## config.mk

```make
export PLATFORM = sky130hd
export DESIGN_NAME = fft_stage_sequencer
export DESIGN_NICKNAME = d
export VERILOG_FILES = /design/src/rtl/fft_pkg.sv /design/src/rtl/fft_stage_sequencer.sv
export SDC_FILE = /design/constraint.sdc
export NUM_CORES = 1
export LEC_CHECK = 0
export ABC_AREA = 1
export ABC_CLOCK_PERIOD_IN_PS = 3030
export CAP_MARGIN = 20
export CORE_MARGIN = 10
export CORE_UTILIZATION = 40
export DETAILED_ROUTE_END_ITERATION = 7
export PLACE_DENSITY = 0.7
export SYNTH_ARGS = -nofsm -noshare
export SYNTH_HDL_FRONTEND = slang
export SYNTH_SLANG_ARGS = --single-unit
```

## constraint.sdc

```tcl
create_clock -name clk -period 3.03 [get_ports clk]
set_input_delay 0.606 -clock clk [delete_from_list [all_inputs] [get_ports clk]]
set_output_delay 0.606 -clock clk [all_outputs]
set_load 0.1 [all_outputs]
```

## src/rtl/fft_pkg.sv

```systemverilog
// Shared FFT control definitions: default transform geometry and the control
// state encoding used by the FFT stage sequencing blocks.
package fft_pkg;

  localparam int FFT_N          = 8;
  localparam int FFT_LOG2N      = $clog2(FFT_N);
  localparam int FFT_STAGE_W    = $clog2(FFT_LOG2N);
  localparam int FFT_BF_LATENCY = 3;

  typedef enum logic [1:0] {
    ST_IDLE  = 2'd0,
    ST_RUN   = 2'd1,
    ST_DRAIN = 2'd2,
    ST_DONE  = 2'd3
  } fft_ctl_state_t;

endpackage

```

## src/rtl/fft_stage_sequencer.sv

```systemverilog
// Walks every FFT stage and every sample index, presenting (index, stage) pairs
// over valid/ready with a butterfly drain gap between stages.
module fft_stage_sequencer
  import fft_pkg::*;
#(
  parameter int N          = FFT_N,
  parameter int LOG2N      = $clog2(N),
  parameter int STAGE_W    = $clog2(LOG2N),
  parameter int BF_LATENCY = FFT_BF_LATENCY
) (
  input  logic               clk,
  input  logic               reset,
  input  logic               start,
  input  logic               ready_in,
  output logic               valid_out,
  output logic [LOG2N-1:0]   index_out,
  output logic [STAGE_W-1:0] stage_out,
  output logic               last_out,
  output logic               busy,
  output logic               done
);

  localparam int DRAIN_W = (BF_LATENCY > 1) ? $clog2(BF_LATENCY) : 1;
  localparam logic [LOG2N-1:0]   IDX_MAX    = LOG2N'(N - 1);
  localparam logic [STAGE_W-1:0] STAGE_MAX  = STAGE_W'(LOG2N - 1);
  localparam logic [DRAIN_W-1:0] DRAIN_INIT = DRAIN_W'((BF_LATENCY > 0) ? BF_LATENCY - 1 : 0);

  fft_ctl_state_t       state_r, state_s;
  logic [LOG2N-1:0]     index_r, index_s;
  logic [STAGE_W-1:0]   stage_r, stage_s;
  logic [DRAIN_W-1:0]   drain_r, drain_s;
  logic                 valid_s, last_s, busy_s, done_s;

  // Next-state, counter and output decode; outputs are computed from the next
  // state so they can be registered alongside it.
  always_comb begin
    state_s = state_r;
    index_s = index_r;
    stage_s = stage_r;
    drain_s = drain_r;
    case (state_r)
      ST_IDLE: begin
        index_s = '0;
        stage_s = '0;
        drain_s = '0;
        if (start) begin
          state_s = ST_RUN;
        end else begin
          state_s = ST_IDLE;
        end
      end
      ST_RUN: begin
        if (valid_out && ready_in) begin
          if (index_r != IDX_MAX) begin
            index_s = index_r + 1'b1;
          end else if (stage_r == STAGE_MAX) begin
            state_s = ST_DONE;
          end else if (BF_LATENCY > 0) begin
            state_s = ST_DRAIN;
            drain_s = DRAIN_INIT;
          end else begin
            index_s = '0;
            stage_s = stage_r + 1'b1;
          end
        end else begin
          state_s = ST_RUN;
        end
      end
      ST_DRAIN: begin
        // Index holds at N-1 until the butterfly writes of this stage retire.
        if (drain_r == '0) begin
          state_s = ST_RUN;
          index_s = '0;
          stage_s = stage_r + 1'b1;
        end else begin
          drain_s = drain_r - 1'b1;
        end
      end
      ST_DONE: begin
        state_s = ST_IDLE;
        index_s = '0;
        stage_s = '0;
        drain_s = '0;
      end
      default: begin
        state_s = ST_IDLE;
        index_s = '0;
        stage_s = '0;
        drain_s = '0;
      end
    endcase
    valid_s = (state_s == ST_RUN);
    last_s  = (state_s == ST_RUN) && (index_s == IDX_MAX);
    busy_s  = (state_s != ST_IDLE);
    done_s  = (state_s == ST_DONE);
  end

  // State, counters and all outputs registered.
  always_ff @(posedge clk or posedge reset) begin
    if (reset) begin
      state_r   <= ST_IDLE;
      index_r   <= '0;
      stage_r   <= '0;
      drain_r   <= '0;
      valid_out <= 1'b0;
      last_out  <= 1'b0;
      busy      <= 1'b0;
      done      <= 1'b0;
    end else begin
      state_r   <= state_s;
      index_r   <= index_s;
      stage_r   <= stage_s;
      drain_r   <= drain_s;
      valid_out <= valid_s;
      last_out  <= last_s;
      busy      <= busy_s;
      done      <= done_s;
    end
  end

  assign index_out = index_r;
  assign stage_out = stage_r;

endmodule
```

==> reports/qor.yml <==
yosys:
  yosysWarnings: 0
  synth_area_um2: 726.9
  seq_area_frac_synth_pct: 44.75
  synth_top_area_cell: "dfrtp_1"
  ys_types: 17
  ys_top_cells_by_area: "dfrtp_1 (45%), nand2_1 (13%), ha_1 (10%)"
  syn-num-nets: 100
  synth_area_per_cell_um2: 8.077
  synthCells: 90
  yosys_register_bits: 13
  yosysTopAreaCellShare_pct: 44.75
global_routing:
  grt.total_usage_pct: 6.939
  antenna_found_initial: 0
  overflow: 0
  grt_use_met1_pct: 7.113
  grt_pass1_vias: 552
  top_usage_layer: "met2"
  grt_start_max_net_pins: 14
  grt_use_met3_pct: 3.047
  grt_pass1_wl_um: 2249
  use_met2_pct: 11.41
floorplan:
  die_h_um: 62.63
  io_pins: 13
  dieArea_um2: 3923
  start_util_pct: 42.10
  row_count: 15
  die_w_um: 62.63
  core-area_um2: 1727
clock_tree:
  cts-root-buf: "clkbuf_4"
  path_clk_slew_ps: 80
  htree_levels: 1
  postCtsSetupBuffers: 0
  clock_sinks: 13
  cts_tree: "yes"
  cts_made_buffers: 3
  clock_latency_ps: 280
  cts_max_path_buffers: 2
  hold_buffers: 0
  cts_resized: 0
worst_setup_path:
  r2r-start: "state_r[1]$_DFF_PP0_"
  endpoint_kind: "output port"
  startpoint_type: "flop"
  path_max_fanout: 4
  crit_family: "flip-flops"
  critPathBufInv: 1
  path_depth: 1
  max_stage_delay_ps: 420
  r2r_cells: 9
  reg2reg_setup_slack_ps: 1550
  worstPathRequired_ps: 2420
  slowest_stage: "dfrtp_1"
  worstPathArrival_ps: 1020
  endpoint: "index_out[2]"
  crit_start: "index_out[2]$_DFF_PP0_"
  r2r_end: "last_out$_DFF_PP0_"
  worstPathCellList: "buf_4"
  crit_type: "flop to output port"
power_and_ir_drop:
  intPower_w: 0.0004148
  p_leak_nw: 0.4899
  p_total_w: 0.0009632
  power.density_nw_per_um2: 1090
  p_comb_share_pct: 61.4
  sw_frac_of_total_pct: 56.93
  seqPwrFrac_pct: 27.3
  ir_drop_mv: 0.4184
  clockPowerShare_pct: 11.3
  p_switching_w: 0.0005484
place:
  gp_congestion: 0.8061
  placed_area_um2: 855.8
  port_buffers: 12
  dp_hpwl_um: 1093
detailed_routing:
  vias_per_cell: 4.466
  antenna_left: 0
  drtIter0Drc: 10
  via_count: 585
  routedWlPerCell_um: 9.893
  detail_route.wirelength_um: 1296
  drc_errors: 0
  dr.pass1.iters: 4
sta:
  finalSetupViolations: 0
  fin_worst_skew_ps: 3.989
  finalHoldViolCount: 0
  timing.slew.headroom_pct: 67.74
  tightestPinTransition_ps: 483.3
  timing.final.crit_share_pct: 53.64
  rsz0062_at_grt: "no"
  period_needed_ps: 1625
  fin_tns_setup_ps: 0
  finalMaxSlewViolations: 0
  fmax_mhz: 615.2
  whs_ps: 492.5
cells_and_area:
  antenna_cells: 0
  design_area_um2: 883.3
  fin_nets: 117
  area_delta_synth_final_pct: 21.51
  final_util_pct: 51.16
  drive_above_1_share_pct: 24.53
run:
  drv_cap: 0
min_path:
  holdCritPathClass: "flop to flop"
outcome:
  outcome: "complete, no violations"
worst register-to-register path, stage by stage (launching register included):
cell and delay, ps:
dfrtp_1 400, inv_1 110, ha_1 230, inv_2 90, nor2_4 150, nand2_1 70, nand2_1 50, nand2_1 90
nand3_1 140, nor2_2 50
flip-flops by register name, indices dropped and copies added, names as in the netlist:
signal and count:
index_out 3, drain_r 2, stage_out 2, state_r 2
busy 1, done 1, last_out 1, valid_out 1
synth_stat cells, drive strengths merged:
cell,count
nand3,7
nand3b,1
nor3,1
ha,6
a21oi,1
inv,17
o21ai,6
dfrtp,13
nor2,4
or2,1
nand2,33
how the worst min path moves through the flow:
stage	to	startpoint	depth (start not counted)
finish	drain_r[1]$_DFFE_PP0P_	drain_r[1]$_DFFE_PP0P_	2
global route	drain_r[1]$_DFFE_PP0P_	drain_r[1]$_DFFE_PP0P_	2
CTS	drain_r[1]$_DFFE_PP0P_	drain_r[1]$_DFFE_PP0P_	2
detailed placement	drain_r[1]$_DFFE_PP0P_	drain_r[1]$_DFFE_PP0P_	2
global placement	drain_r[0]$_DFFE_PP0P_	drain_r[0]$_DFFE_PP0P_	2
floorplan	drain_r[0]$_DFFE_PP0P_	drain_r[0]$_DFFE_PP0P_	2
area by class of cell:
class                           instances  area [um2]
Tap cell                               25       31.28
Fill cell                             182       843.3
Clock buffer                            3       22.52
Multi-Input combinational cell         60       337.8
Sequential cell                        13       325.3
Clock inverter                          1       5.005
Inverter                               17       63.81
Timing Repair Buffer                   12       97.59
stage by stage:
step	instances	worst slack, ps
detailed placement	127	1192
floorplan	90	1069
finish	131	1405
global placement	127	1234
global route	131	1383
CTS	131	1394
power groups by stage:
stage | combinational (W) | sequential [W] | clock (W)
floorplan | 0.000211 | 0.000532 | 0
global placement | 0.000589 | 0.000267 | 0
detailed placement | 0.000597 | 0.000267 | 0
CTS | 0.000599 | 0.000264 | 0.000109
global route | 0.000646 | 0.000269 | 0.000113
finish | 0.000592 | 0.000263 | 0.000109
cell usage in the layout, fill, tap and decap left out:
master           synthesis  routed
nand2_2                  6       6
dfrtp_1                 13      13
nand3_1                  7       7
nor2_2                   2       2
buf_4                    0       9
nor2_4                   1       1
inv_1                   15      15
nor3_1                   1       1
o21ai_0                  3       3
clkdlybuf4s50_1          0       3
nand3b_1                 1       1
nor2_1                   1       1
or2_2                    1       1
a21oi_1                  1       1
o21ai_1                  3       3
nand2_1                 26      26
ha_1                     6       6
nand2_4                  1       1
clkinv_2                 0       1
clkbuf_4                 0       3
inv_2                    2       2
routing by layer:
metal	vias to the layer above	part of all wire [%]
li1	307	-
met1	262	43
met2	11	47
met3	5	7.5
met4	0	2.9
met5	-	0
cell families after synthesis:
family          Yosys count  share of synthesized area [%]
compound gates            7                          4.817
fa+ha+maj                 6                          10.33
buf+inv                  17                          8.778
flops                    13                          44.75
simple gates             47                          31.32
No activity file was read; power rests on OpenSTA's default activity.
